**src/rtl/mcycle_pkg.sv**
```systemverilog
// Shared types and helpers for the multi-cycle multiply/divide unit.
package mcycle_pkg;

  // Widest operand the magnitude helper handles.
  localparam int unsigned MAX_W = 64;

  typedef enum logic [1:0] {
    OP_MUL_S = 2'b00,
    OP_MUL_U = 2'b01,
    OP_DIV_S = 2'b10,
    OP_DIV_U = 2'b11
  } mcycle_op_e;

  typedef enum logic [1:0] {
    ST_IDLE,
    ST_RUN,
    ST_FIX,
    ST_DONE
  } mcycle_state_e;

  // Operation attributes latched at accept.
  typedef struct packed {
    logic is_div;
    logic neg_res;
    logic neg_rem;
  } op_info_t;

  // Two's-complement magnitude of a zero-extended operand whose sign is given separately.
  function automatic logic [MAX_W-1:0] abs_twos(input logic [MAX_W-1:0] x, input logic is_neg);
    return is_neg ? (~x + MAX_W'(1)) : x;
  endfunction

endpackage

```
**src/rtl/mcycle_addsub.sv**
```systemverilog
// N-bit adder/subtractor with carry out; sub=1 computes a - b as a + ~b + 1.
module mcycle_addsub #(
  parameter int unsigned N = 33
) (
  input  logic [N-1:0] a,
  input  logic [N-1:0] b,
  input  logic         sub,
  output logic [N-1:0] sum,
  output logic         cout
);

  logic [N:0] full;

  // Single carry-propagate add with optional operand inversion.
  always_comb begin
    full = (N+1)'(a) + (N+1)'(b ^ {N{sub}}) + (N+1)'(sub);
  end

  assign sum  = full[N-1:0];
  assign cout = full[N];

endmodule

```
**src/rtl/mcycle_ext.sv**
```systemverilog
// Multi-cycle signed/unsigned multiply and divide, one bit per cycle.
module mcycle_ext
  import mcycle_pkg::*;
#(
  parameter int unsigned WIDTH = 32
) (
  input  logic             CLK,
  input  logic             RESET,
  input  logic             Start,
  input  logic [1:0]       MCycleOp,
  input  logic [WIDTH-1:0] Operand1,
  input  logic [WIDTH-1:0] Operand2,
  output logic [WIDTH-1:0] Result1,
  output logic [WIDTH-1:0] Result2,
  output logic             Busy,
  output logic             Done,
  output logic             DivByZero
);

  localparam int unsigned CNT_W = $clog2(WIDTH);
  localparam int unsigned AW    = WIDTH + 1;

  mcycle_state_e      state_q, state_d;
  logic [CNT_W-1:0]   cnt_q, cnt_d;
  logic [2*WIDTH-1:0] acc_q, acc_d;
  logic [WIDTH-1:0]   opb_q, opb_d;
  op_info_t           info_q, info_d;
  logic [WIDTH-1:0]   res1_q, res1_d;
  logic [WIDTH-1:0]   res2_q, res2_d;
  logic               dbz_q, dbz_d;
  logic               done_q, done_d;

  logic [WIDTH-1:0] acc_hi, acc_lo;
  logic [WIDTH-1:0] mag1, mag2;
  logic             neg1, neg2, is_div_in, is_signed_in;
  mcycle_op_e       op_in;

  logic [AW-1:0] as0_a, as0_b, as0_sum, as1_a, as1_b, as1_sum;
  logic          as0_sub, as0_cout, as1_sub, as1_cout;
  logic          unused_bits;

  assign acc_hi = acc_q[2*WIDTH-1:WIDTH];
  assign acc_lo = acc_q[WIDTH-1:0];

  assign op_in        = mcycle_op_e'(MCycleOp);
  assign is_div_in    = (op_in == OP_DIV_S) || (op_in == OP_DIV_U);
  assign is_signed_in = (op_in == OP_MUL_S) || (op_in == OP_DIV_S);
  assign neg1         = is_signed_in & Operand1[WIDTH-1];
  assign neg2         = is_signed_in & Operand2[WIDTH-1];
  assign mag1         = WIDTH'(abs_twos(MAX_W'(Operand1), neg1));
  assign mag2         = WIDTH'(abs_twos(MAX_W'(Operand2), neg2));

  // Iteration adder; in FIX it negates the low half / quotient.
  mcycle_addsub #(.N(AW)) u_as0 (
    .a(as0_a), .b(as0_b), .sub(as0_sub), .sum(as0_sum), .cout(as0_cout)
  );

  // FIX-only adder: negates the high half (with borrow from low) or the remainder.
  mcycle_addsub #(.N(AW)) u_as1 (
    .a(as1_a), .b(as1_b), .sub(as1_sub), .sum(as1_sum), .cout(as1_cout)
  );

  assign unused_bits = ^{as1_cout, as1_sum[WIDTH]};

  // Adder operand selection per state and operation.
  always_comb begin
    as0_a   = '0;
    as0_b   = '0;
    as0_sub = 1'b0;
    as1_a   = '0;
    as1_b   = '0;
    as1_sub = 1'b0;
    if (state_q == ST_FIX) begin
      as0_b   = {1'b0, acc_lo};
      as0_sub = 1'b1;
      if (info_q.is_div) begin
        as1_b   = {1'b0, acc_hi};
        as1_sub = 1'b1;
      end else begin
        as1_a = {1'b0, ~acc_hi};
        as1_b = AW'(as0_cout);
      end
    end else if (info_q.is_div) begin
      as0_a   = {acc_hi, acc_lo[WIDTH-1]};
      as0_b   = {1'b0, opb_q};
      as0_sub = 1'b1;
    end else begin
      as0_a = {1'b0, acc_hi};
      as0_b = {1'b0, opb_q};
    end
  end

  // Next-state, datapath and result update.
  always_comb begin
    state_d = state_q;
    cnt_d   = cnt_q;
    acc_d   = acc_q;
    opb_d   = opb_q;
    info_d  = info_q;
    res1_d  = res1_q;
    res2_d  = res2_q;
    dbz_d   = dbz_q;
    unique case (state_q)
      ST_IDLE: begin
        if (Start) begin
          res1_d         = '0;
          res2_d         = '0;
          dbz_d          = 1'b0;
          cnt_d          = '0;
          info_d.is_div  = is_div_in;
          info_d.neg_res = neg1 ^ neg2;
          info_d.neg_rem = neg1;
          if (is_div_in && (Operand2 == '0)) begin
            res1_d  = '1;
            res2_d  = Operand1;
            dbz_d   = 1'b1;
            state_d = ST_DONE;
          end else begin
            acc_d   = {WIDTH'(0), mag1};
            opb_d   = mag2;
            state_d = ST_RUN;
          end
        end
      end
      ST_RUN: begin
        cnt_d = cnt_q + CNT_W'(1);
        if (info_q.is_div) begin
          acc_d = as0_cout ? {as0_sum[WIDTH-1:0], acc_lo[WIDTH-2:0], 1'b1}
                           : {acc_hi[WIDTH-2:0], acc_lo[WIDTH-1], acc_lo[WIDTH-2:0], 1'b0};
        end else begin
          acc_d = acc_lo[0] ? {as0_sum, acc_lo[WIDTH-1:1]}
                            : {1'b0, acc_hi, acc_lo[WIDTH-1:1]};
        end
        if (cnt_q == CNT_W'(WIDTH-1)) begin
          cnt_d   = '0;
          state_d = ST_FIX;
        end
      end
      ST_FIX: begin
        res1_d = info_q.neg_res ? as0_sum[WIDTH-1:0] : acc_lo;
        if (info_q.is_div) res2_d = info_q.neg_rem ? as1_sum[WIDTH-1:0] : acc_hi;
        else               res2_d = info_q.neg_res ? as1_sum[WIDTH-1:0] : acc_hi;
        state_d = ST_DONE;
      end
      ST_DONE: state_d = ST_IDLE;
      default: state_d = ST_IDLE;
    endcase
    done_d = (state_d == ST_DONE);
  end

  // State and output registers with synchronous reset.
  always_ff @(posedge CLK) begin
    if (RESET) begin
      state_q <= ST_IDLE;
      cnt_q   <= '0;
      acc_q   <= '0;
      opb_q   <= '0;
      info_q  <= '0;
      res1_q  <= '0;
      res2_q  <= '0;
      dbz_q   <= 1'b0;
      done_q  <= 1'b0;
    end else begin
      state_q <= state_d;
      cnt_q   <= cnt_d;
      acc_q   <= acc_d;
      opb_q   <= opb_d;
      info_q  <= info_d;
      res1_q  <= res1_d;
      res2_q  <= res2_d;
      dbz_q   <= dbz_d;
      done_q  <= done_d;
    end
  end

  assign Busy      = ((state_q == ST_IDLE) && Start) || (state_q == ST_RUN) || (state_q == ST_FIX);
  assign Done      = done_q;
  assign DivByZero = dbz_q;
  assign Result1   = res1_q;
  assign Result2   = res2_q;

endmodule

```
**config.mk**
```make
export PLATFORM = sky130hd
export DESIGN_NAME = mcycle_ext
export DESIGN_NICKNAME = d
export VERILOG_FILES = /design/src/rtl/mcycle_pkg.sv /design/src/rtl/mcycle_addsub.sv /design/src/rtl/mcycle_ext.sv
export SDC_FILE = /design/constraint.sdc
export NUM_CORES = 1
export LEC_CHECK = 0
export CAP_MARGIN = 20
export CELL_PAD_IN_SITES_DETAIL_PLACEMENT = 0
export CELL_PAD_IN_SITES_GLOBAL_PLACEMENT = 1
export CORE_ASPECT_RATIO = 0.5
export CORE_UTILIZATION = 43
export DETAILED_ROUTE_END_ITERATION = 7
export GPL_ROUTABILITY_DRIVEN = 0
export PLACE_DENSITY = 0.8
export SLEW_MARGIN = 10
export SYNTH_ARGS = -nofsm -noshare
export SYNTH_HDL_FRONTEND = slang
export SYNTH_SLANG_ARGS = --single-unit
```
**constraint.sdc**
```tcl
create_clock -name CLK -period 8.55 [get_ports CLK]
set_clock_uncertainty 0.15 [all_clocks]
set_input_delay 2.565 -clock CLK [delete_from_list [all_inputs] [get_ports CLK]]
set_output_delay 2.565 -clock CLK [all_outputs]
set_load 0.005 [all_outputs]
```
### Word level (Yosys, flattened, before mapping)

Index checks and enable logic that the tools add are counted.

| storage, ports and cells | value |
|---|---|
| bits in latches | 0 |
| memories kept | 0 |
| bits in writable memories | 0 |
| memory bits (read-only) | 0 |
| input bits | 69 |
| word-level logic and storage cells | 88 |
| output and inout port bits | 67 |
| bits in registers | 172 |

| operators by class | value |
|---|---|
| multiplexer cells | 36 |
| equal/unequal tests | 9 |
| reductions and logical operators | 16 |
| $lt $le $gt $ge | 0 |
| shift operators | 0 |
| div/mod/pow operators | 0 |
| multipliers | 0 |
| bitwise gates (word level) | 9 |
| add/sub/neg operators | 7 |

Operator list:

| cell | count |
|---|---|
| $mux 32 | 15 |
| $mux 64 | 5 |
| $pmux 32 s2 | 2 |
| $pmux 64 s2 | 1 |
| $not 32->32 | 3 |
| $mux 33 | 2 |
| $add 32x1->32 const B | 2 |
| $add 33x34->34 | 1 |
| $add 34x1->34 | 1 |
| $xor 32x33->33 | 1 |
| $add 32x1->32 | 1 |
| $add 32x32->32 | 1 |
| $logic_not 32->1 | 1 |
| $xor 32x32->32 | 1 |
| $eq 2x2->1 const B | 5 |
| $mux 5 | 2 |
| $pmux 5 s2 | 1 |
| $pmux 2 s4 | 1 |
| $mux 2 | 3 |
| $reduce_and 2->1 | 3 |
| $reduce_and 3->1 | 2 |
| $add 5x1->5 const B | 1 |
| $eq 5x5->1 const B | 1 |
| $logic_not 2->1 | 2 |
| 9 further kinds | 19 |

### Longest topological paths before layout

| depth | value |
|---|---|
| word-level depth | 13 |
| mapped depth | 26 |
| depth with buffers taken out | 21 |

### Modules after synthesis

From an unflattened synthesis, not the netlist that was laid out.

| unflattened totals | value |
|---|---|
| cell total of the unflattened synthesis | 2116 |
| area total of the unflattened synthesis | 15344.7 um^2 |

Modules (own cells, without submodules):

| module | times used | cells each | area an instance (um^2) |
|---|---|---|---|
| mcycle_ext | 1 | 1524 | 11076.9 |
| mcycle_addsub at u_as1 | 1 | 302 | 2144.6 |
| mcycle_addsub at u_as0 | 1 | 290 | 2123.3 |

### Worst setup path before layout

Ideal clock, no wire load.

| timing | value |
|---|---|
| path type | register -> register |
| start point | register info_q[2] (netlist bit) |
| end point | register res2_q[28], in the netlist Result2[28] |
| library setup time | 0.138 ns |
| arrival | 5.660 ns |
| required time | 8.262 ns |
| cell stages (with the launch flop) | 25 |
| slack | 2.602 ns |
| path through | dfxtp_1 > clkbuf_1 > clkbuf_1 > buf_1 > mux2i_1 > nor2_1 > ha_1 > buf_2 > a21oi_1 > a21oi_1 > a211oi_1 > nor2_1 > nor2_1 > a311oi_1 > fa_1 > a21o_1 > nand4_1 > a31oi_1 > o21ai_0 > o21ai_0 > a221o_1 > a21o_1 > a21oi_1 > xor2_1 > o221ai_1 |

| between the ends | value |
|---|---|
| word-level cells in the longest chain between the ends | 13 |

RTL lines:

| item | RTL line | source |
|---|---|---|
| start: declaration | mcycle_ext.sv:27 | `op_info_t info_q, info_d;` |
| start signal: assignment | mcycle_ext.sv:168 | `info_q <= info_d;` |
| $mux 1 | mcycle_ext.sv:76, mcycle_ext.sv:83 |  |
| $mux 1 | mcycle_ext.sv:73 | `if (state_q == ST_FIX) begin` |
| $xor 32x33->33 | mcycle_addsub.sv:16 | `full = (N+1)'(a) + (N+1)'(b ^ {N{sub}}) + (N+1)'(sub);` |
| $add 33x34->34 | mcycle_addsub.sv:16 |  |
| $add 34x1->34 | mcycle_addsub.sv:16 |  |
| $mux 32 | mcycle_ext.sv:76 | `if (info_q.is_div) begin` |
| $mux 32 | mcycle_ext.sv:73 |  |
| $xor 32x32->32 | mcycle_addsub.sv:16 |  |
| $add 32x32->32 | mcycle_addsub.sv:16 |  |
| $add 32x1->32 | mcycle_addsub.sv:16 |  |
| $mux 32 (on tied branches) | mcycle_ext.sv:142, mcycle_ext.sv:141 |  |
| $mux 32 (*) | mcycle_ext.sv:141 | `if (info_q.is_div) res2_d = info_q.neg_rem ? as1_sum[WIDTH-1:0] : acc_hi;` |
| $pmux 32 s2 (*) | mcycle_ext.sv:103 | `unique case (state_q)` |
| end signal: assignment | mcycle_ext.sv:170 | `res2_q <= res2_d;` |
| end: declaration | mcycle_ext.sv:29 | `logic [WIDTH-1:0] res2_q, res2_d;` |

Mark *: on every way between the ends. The rest lies on a longest branch, timed or not.
A chain may end at the register's enable or synchronous reset.

### Final worst setup path

| timing | value |
|---|---|
| start point | input Start |
| end point | output Busy |

| between the ends | value |
|---|---|
| word-level cells in the longest chain between the ends | 3 |

RTL lines:

| item | RTL line | source |
|---|---|---|
| start: declaration | mcycle_ext.sv:9 | `input logic Start,` |
| $logic_and 1x1->1 | mcycle_ext.sv:176 | `assign Busy = ((state_q == ST_IDLE) && Start) \|\| (state_q == ST_RUN) \|\| (state_q == ST_FIX);` |
| $logic_or 1x1->1 (2 in series) | mcycle_ext.sv:176 |  |
| end: declaration | mcycle_ext.sv:15 | `output logic Busy,` |

Every way passes these cells.

==> key figures <==
Floorplanning
  • Io pins: 136
  • Die span in y: 130.6 um
  • Die Wd: 259.2 um
  • Initial Util: 44.28%
  • Die Area: 33850 sq um
  • Number of core rows: 46
  • Core ar.: 32120 sq um

Cells and area
  • Fin nets: 2094
  • Area growth syn-to-layout: 14.72%
  • Design Area, Final: 16310 sq um
  • Most frequent cells in the layout: nand2_1, nor2_1, a21oi_1
  • Leading cell type in the layout, fill and taps excluded: nand2_1
  • Layout cells sized above 1: 5.127%
  • Fillers: 3297

Power
  • Pwr dens: 136.8 nW/um^2
  • Leak: 6.662 nW
  • VDD IR max: 0.1181 mV

Timing
  • RSZ-0062 raised after global routing: no
  • Slew HR: 38.05%
  • Setup TNS: 0 ps
  • Worst Tran Pin Value: 929.2 ps
  • Peak Freq: 145.6 MHz
  • Max-slew violation count: 0
  • Tmin final: 6869 ps
  • Final Cycle Share: 80.34%
  • Final Setup Violations: 0
  • PnR worst setup slack: 1681 ps
  • Hold Fails Final Rpt: 0

Global route
  • Antenna violations before repair: 0
  • First-pass GRT wire length: 79470 um
  • Vias in the first global route: 12846
  • Remaining Overflow, GRT: 0
  • All-layer global routing usage: 31.20%
  • Largest net degree at the start of global routing: 75

Logic synthesis
  • Sequential area share after synthesis: 24.21%
  • Yosys cell types: 81
  • Synthesized cell area: 14220 sq um
  • #FFs+latches synth: 172
  • Post-synthesis cell count: 1927
  • Syn Area/Cell: 7.380 sq um
  • Synth warnings: 0
  • Top FF cell, synth: dfxtp_1
  • Post-synth ARST share: 0%
  • Post-Syn Nets: 2064
  • EDFF count, synth: 0

Critical path
  • Crit path DAT: 4150 ps
  • Worst EP required: 5840 ps
  • Worst reg2reg endpoint: Result2[28]$_SDFFE_PP0P_
  • Crit. End Element: output port
  • Register-to-register setup slack: 1890 ps
  • R2R depth: 21
  • Reg-to-Reg Start: state_q[1]$_SDFF_PP0_
  • Critical Path Start Type: primary input
  • CP Max Fanout: 6
  • CP endpoint: Busy
  • WS Path Type: in2out
  • Critical Path Source: Start

Clock network
  • Worst-path clk slew: 70 ps
  • CTS Hold Bufs: 0
  • CTS H-tree lvls: 4
  • Clock Path Buffers: 2
  • Setup bufs post-CTS: 0
  • Skew-Pair Late Insertion Delay: 460 ps
  • Clock tree from TritonCTS: yes
  • Clock Sink Count: 172
  • Root Driver: clkbuf_16
  • PostCTS Resize Cnt: 0
  • Cts bufs inserted: 17

Routing
  • DR iter-0 viols: 1799
  • Via density: 6.136
  • Drt drc: 0
  • Pre-antenna DRT Iters: 6
  • Antenna Nets Post-Route: 0
  • Wire per inst: 22.22 um
  • Routed wire length: 53410 um
  • Vias: 14745

Hold path
  • HP Class: reg2reg

Placement
  • Port bufs: 135
  • Pre-CTS setup slack: 1716 ps
  • Detailed-placement wirelength estimate: 40210 um
  • Placed Area: 15750 sq um

Status
  • Outcome: finished clean

Job
  • Max Cap Violations: 0
==> through the flow <==
stage / utilization, % / instances / hold WS, ps / total power [mW]
floorplan: - / 1927 / 285.5 / 1.249
detailed placement: 49.03 / 2369 / 302.4 / 1.462
global placement: 49.03 / 2369 / 296.6 / 1.462
finish: 50.80 / 2403 / 316.5 / 2.232
global route: 50.79 / 2402 / 326.0 / 2.321
CTS: 50.77 / 2401 / 312.5 / 2.226
==> worst min path at each step <==
| stage | startpoint | endpoint | slack [ps] | depth (start not counted) |
|---|---|---|---|---|
| finish | info_q[0]$_SDFFE_PP0P_ | info_q[0]$_SDFFE_PP0P_ | 320 | 2 |
| global route | info_q[0]$_SDFFE_PP0P_ | info_q[0]$_SDFFE_PP0P_ | 330 | 2 |
| CTS | info_q[0]$_SDFFE_PP0P_ | info_q[0]$_SDFFE_PP0P_ | 310 | 2 |
| detailed placement | info_q[0]$_SDFFE_PP0P_ | info_q[0]$_SDFFE_PP0P_ | 300 | 2 |
| global placement | cnt_q[3]$_SDFFE_PP0P_ | cnt_q[3]$_SDFFE_PP0P_ | 300 | 2 |
| floorplan | cnt_q[3]$_SDFFE_PP0P_ | cnt_q[3]$_SDFFE_PP0P_ | 290 | 2 |
==> per-layer routing <==
| metal | track usage (%) | vias up | part of all wire (%) |
|---|---|---|---|
| met3 | 8.565 | 54 | 11 |
| met1 | 46.56 | 6956 | 47 |
| met4 | 7.405 | 0 | 1.4 |
| met2 | 43.52 | 711 | 40 |
| met5 | 0 | - | 0 |
| li1 | - | 7024 | - |
==> critical path, cell delays in order <==
cell	delay (ps)
clkdlybuf4s50_1	520
o21bai_1	450
nand2_1	130
clkdlybuf4s50_1	490
==> synth_stat cells (27+ instances only) <==
master / count / area share [%]
a211oi_1: 54 / 2.9
xor2_1: 79 / 4.9
o21ai_0: 133 / 4.7
mux2i_1: 93 / 6.5
inv_1: 27 / 0.71
nand2_1: 236 / 6.2
dfxtp_1: 172 / 24
ha_1: 66 / 5.8
xnor2_1: 66 / 4.1
nor3_1: 29 / 1.0
clkbuf_1: 112 / 3.0
o211ai_1: 38 / 2.0
a21oi_1: 180 / 6.3
a21o_1: 54 / 2.9
nor2_1: 232 / 6.1
==> final cells by class <==
class                      instances  area, sq um  area share (%)
inverter                          27        101.3          0.6212
clock buffer                      21        470.5           2.884
antenna                            1        2.502         0.01534
tap                              432        540.5           3.313
multi-input combinational       1568        10050           61.58
sequential                       172         3448           21.14
clock inverter                    11        86.33          0.5292
timing repair buffer             171         1619           9.924
==> power breakdown <==
group | internal, mW | switching, mW
logic | 0.211 | 0.332
registers | 0.845 | 0.0757
clock network | 0.398 | 0.369
==> kinds of logic (layout without fill, tap and decap cells) <==
| group | after synthesis | count (layout) | share of synthesized area (%) |
|---|---|---|---|
| compound gates | 631 | 631 | 28.86 |
| xor+xnor | 145 | 145 | 8.930 |
| fa+ha+maj | 68 | 68 | 6.088 |
| buf+inv | 187 | 230 | 5.314 |
| flops | 172 | 172 | 24.21 |
| mux | 99 | 99 | 7.021 |
| other cells | 0 | 1 | 0 |
| simple gates | 625 | 625 | 19.58 |
==> sequential cells by signal, indices dropped and copies added, names as in the netlist <==
| name | count |
|---|---|
| opb_q | 32 |
| DivByZero | 1 |
| info_q | 3 |
| acc_q | 64 |
| Done | 1 |
| cnt_q | 5 |
| state_q | 2 |
| Result1 | 32 |
| Result2 | 32 |
Power figures use the tool's default switching activity.
==> RTL change 1, RTL diff (config.mk and constraints unchanged) <==
Register the inputs `Start`, `MCycleOp`, `Operand1` and `Operand2` before use, with the module's reset. The logic sees them one clock later.
--- a/src/rtl/mcycle_ext.sv
+++ b/src/rtl/mcycle_ext.sv
@@ -21,4 +21,23 @@
   localparam int unsigned AW    = WIDTH + 1;
 
+  logic Start_q;
+  logic [1:0] MCycleOp_q;
+  logic [WIDTH-1:0] Operand1_q;
+  logic [WIDTH-1:0] Operand2_q;
+
+  always_ff @(posedge CLK) begin
+    if (RESET) begin
+      Start_q    <= '0;
+      MCycleOp_q <= '0;
+      Operand1_q <= '0;
+      Operand2_q <= '0;
+    end else begin
+      Start_q    <= Start;
+      MCycleOp_q <= MCycleOp;
+      Operand1_q <= Operand1;
+      Operand2_q <= Operand2;
+    end
+  end
+
   mcycle_state_e      state_q, state_d;
   logic [CNT_W-1:0]   cnt_q, cnt_d;
@@ -43,11 +62,11 @@
   assign acc_lo = acc_q[WIDTH-1:0];
 
-  assign op_in        = mcycle_op_e'(MCycleOp);
+  assign op_in        = mcycle_op_e'(MCycleOp_q);
   assign is_div_in    = (op_in == OP_DIV_S) || (op_in == OP_DIV_U);
   assign is_signed_in = (op_in == OP_MUL_S) || (op_in == OP_DIV_S);
-  assign neg1         = is_signed_in & Operand1[WIDTH-1];
-  assign neg2         = is_signed_in & Operand2[WIDTH-1];
-  assign mag1         = WIDTH'(abs_twos(MAX_W'(Operand1), neg1));
-  assign mag2         = WIDTH'(abs_twos(MAX_W'(Operand2), neg2));
+  assign neg1         = is_signed_in & Operand1_q[WIDTH-1];
+  assign neg2         = is_signed_in & Operand2_q[WIDTH-1];
+  assign mag1         = WIDTH'(abs_twos(MAX_W'(Operand1_q), neg1));
+  assign mag2         = WIDTH'(abs_twos(MAX_W'(Operand2_q), neg2));
 
   // Iteration adder; in FIX it negates the low half / quotient.
@@ -103,5 +122,5 @@
     unique case (state_q)
       ST_IDLE: begin
-        if (Start) begin
+        if (Start_q) begin
           res1_d         = '0;
           res2_d         = '0;
@@ -111,7 +130,7 @@
           info_d.neg_res = neg1 ^ neg2;
           info_d.neg_rem = neg1;
-          if (is_div_in && (Operand2 == '0)) begin
+          if (is_div_in && (Operand2_q == '0)) begin
             res1_d  = '1;
-            res2_d  = Operand1;
+            res2_d  = Operand1_q;
             dbz_d   = 1'b1;
             state_d = ST_DONE;
@@ -174,5 +193,5 @@
   end
 
-  assign Busy      = ((state_q == ST_IDLE) && Start) || (state_q == ST_RUN) || (state_q == ST_FIX);
+  assign Busy      = ((state_q == ST_IDLE) && Start_q) || (state_q == ST_RUN) || (state_q == ST_FIX);
   assign Done      = done_q;
   assign DivByZero = dbz_q;
Behaviour: not the same (a bounded check fails within 4 cycles, from zero or initial values and one cycle with RESET high).
==> RTL change 1 against the original RTL <==
- design area grew 12%
- critical path depth rose by 18
- setup slack got worse by 160 ps
- synthesized area up 12%
- routed wire length grew 2.3%
- total power grew 23%
- sequential cell count increased by 67
- sequential power rose by 35%
- combinational power shrank 21%
- register-to-register slack got worse by 370 ps
- non-clock buffer count shrank 8
- critical path type is now register to register
- highest routed layer unchanged
==> RTL change 1: results (changes against the original RTL) <==
| Metric | Value |
|---|---|
| Largest net degree at the start of global routing | 76 (was 75) |
| Xor/xnor share of the synthesized area | 7.78% (was 8.93%) |
| Signal inverters | 31 (was 27) |
| H-tree Lvls | 1 (was 4) |
| DP Worst Slack | 1680 ps (was 1720 ps) |
| Worst path max stage delay | 700 ps (was 520 ps) |
| Worst-skew pair later-pin latency | 560 ps (was 460 ps) |
| Cell-internal power | 0.00192 W (was 0.00145 W) |
| Fillers | 3534 (was 3297) |
| Vias in the first global route | 13569 (was 12846) |
| Slew HR | 28.6% (was 38.1%) |
| Via Count | 15125 (was 14745) |
| Multi-input logic area | 10400 um^2 (was 10000 um^2) |
| Initial antenna violation count | 1 (was 0) |
| Row count | 49 (was 46) |
| Layout cells sized above 1 | 5.36% (was 5.13%) |
| Status | completed (unchanged) |
| Final clock-cell share | 4.32% (was 3.41%) |
| Initial drt markers | 1806 (was 1799) |
| Antenna cells | 0 (was 1) |
| # clock sinks | 239 (was 172) |
| Syn nets | 2165 (was 2064) |
| Clock Buffer Count | 29 (was 21) |
| CTS buffer count | 24 (was 17) |
| Max clock buf depth | 3 (was 2) |
| Post-synth top cells | 294 x nor2_1, 239 x dfxtp_1, 156 x a21oi_1 (was 236 x nand2_1, 232 x nor2_1, 180 x a21oi_1) |
| CP top delay family | compound AO/OA/AOI/OAI gates (was buffers and inverters) |
| First-pass GRT wire length | 82400 um (was 79500 um) |
| Yosys cell types | 78 (was 81) |
==> RTL change 1: cell count changes after synthesis, sizes merged, moves of 16 or more <==
cell    change
clkbuf     +16
o211ai     -21
nand2      -96
dfxtp      +67
a21o       -27
nor2b      +84
mux2i      +18
nor2       +62
a21oi      -24
a211oi     +44
==> RTL change 1: layer usage <==
| layer | share of wire [%] | global-route usage [%] | vias to the layer above |
|---|---|---|---|
| met5 | 0 | 0 | - |
| met4 | 1.8 | 5.56 | 0 |
| met3 | 9.1 | 4.86 | 72 |
| met2 | 42 | 43.1 | 618 |
| met1 | 47 | 42.0 | 7133 |
| li1 | - | - | 7302 |
==> RTL change 1: path summary, 6_finish.rpt <==
path	from	endpoint	slack, ps	cells past startpoint
worst max-delay path	state_q[0]$_SDFF_PP0_	Result2[30]$_SDFFE_PP0P_	1520	22
worst min-delay path	Result1[22]$_SDFFE_PP0P_	Result1[22]$_SDFFE_PP0P_	300	2
worst max register to register	state_q[0]$_SDFF_PP0_	Result2[30]$_SDFFE_PP0P_	1520	22
worst min register to register	Result1[22]$_SDFFE_PP0P_	Result1[22]$_SDFFE_PP0P_	300	2
==> RTL change 1: power groups by stage <==
stage          combinational, W  sequential (W)  clock [W]
3_3_place_gp           0.000416         0.00126          0
4_1_cts                0.000419         0.00123    0.00109
6_report               0.000428         0.00124    0.00108
5_1_grt                0.000463         0.00124    0.00113
2_1_floorplan          0.000287         0.00122          0
3_5_place_dp           0.000417         0.00126          0
==> RTL change 1: metrics by stage <==
step / hold slack [ps] / cells
final: 295 / 2555
after global routing: 321 / 2555
after CTS: 300 / 2555
after detailed placement: 291 / 2511
after global placement: 288 / 2511
after floorplan: 296 / 2028
==> RTL change 2, RTL diff (config.mk and constraints unchanged) <==
Without the edit above. `WIDTH`: 32 -> 16.
--- a/src/rtl/mcycle_ext.sv
+++ b/src/rtl/mcycle_ext.sv
@@ -3,5 +3,5 @@
   import mcycle_pkg::*;
 #(
-  parameter int unsigned WIDTH = 32
+  parameter int unsigned WIDTH = 16
 ) (
   input  logic             CLK,
Ports: changed (resized Operand1, Operand2, Result1 and Result2); port bits go from 136 to 72. No check against the original RTL was run, so the function may have changed too.
==> RTL change 2 against the original RTL <==
- total power shrank 48%
- count of clock-buffer cells in the layout is 12 lower
- sequential cell count shrank 81
- final cell count down 51%
- die area decreased by 50%
- setup slack got worse by 34 ps
- global-route usage down 5.0 points
- sequential share of layout area rose by 1.4 points
- synthesized area decreased by 51%
- via count shrank 54%
- routed wire length shrank 60%
- design area is 50% lower
==> RTL change 2: results (changes against the original RTL) <==
| Metric | Value |
|---|---|
| Status | completed (unchanged) |
| Via Count | 6783 (was 14745) |
| Xor/xnor share of the synthesized area | 8.62% (was 8.93%) |
| Gr usage total | 26.2% (was 31.2%) |
| Worst path max stage delay | 500 ps (was 520 ps) |
| Post-synthesis sequential area ratio | 26.0% (was 24.2%) |
| Antenna cells | 0 (was 1) |
| Final clock-cell share | 3.77% (was 3.41%) |
| Core Util, Final | 51.7% (was 50.8%) |
| Routed WL per cell | 18.5 um (was 22.2 um) |
| Fraction of area in multi-input gates | 59.5% (was 61.6%) |
| Largest register FFs | 32 (was 64) |
| Largest net degree at the start of global routing | 53 (was 75) |
| Multi-input comb cells | 737 (was 1568) |
| Clock Buffer Count | 9 (was 21) |
| Worst-path fanout max | 16 (was 6) |
| Post-Synth Adder-Cell Area | 6.46% (was 6.09%) |
| Clock power frac | 35.5% (was 34.4%) |
| Cell Area, Placed | 7780 um^2 (was 15700 um^2) |
| IO buf count | 71 (was 135) |
| Mux cell area share after synthesis | 8.65% (was 7.02%) |
| H-tree Lvls | 3 (was 4) |
| P_seq | 0.000484 W (was 0.000921 W) |
| DP Worst Slack | 1650 ps (was 1720 ps) |
| Vias in the first global route | 6122 (was 12846) |
-- RTL change 2: cell count changes in the layout (fill, tap and decap cells not counted), sizes merged, moves of 25 or more --
cell           delta
a21o             -43
a21oi           -101
clkdlybuf4s50    -64
dfxtp            -81
ha               -33
mux2i            -38
nand2           -145
nor2            -108
o211ai           -25
o21ai            -67
xnor2            -29
xor2             -47
-- RTL change 2: how the worst min path moves through the flow --
stage                              to  slack [ps]  depth (start not counted)
5_1_grt         cnt_q[3]$_SDFFE_PP0P_         380                          2
2_1_floorplan   cnt_q[3]$_SDFFE_PP0P_         320                          2
6_report       DivByZero$_SDFFE_PP0P_         340                          2
3_5_place_dp   DivByZero$_SDFFE_PP0P_         330                          2
4_1_cts         cnt_q[3]$_SDFFE_PP0P_         350                          2
3_3_place_gp   DivByZero$_SDFFE_PP0P_         320                          2
-- RTL change 2: routing by layer --
layer	global-route usage (%)	wire length, um	share of wire (%)
met5	0	0	0
met4	5.67	278	1.3
met3	4.99	1500	7.0
met2	35.8	8390	39
met1	41.1	11400	53
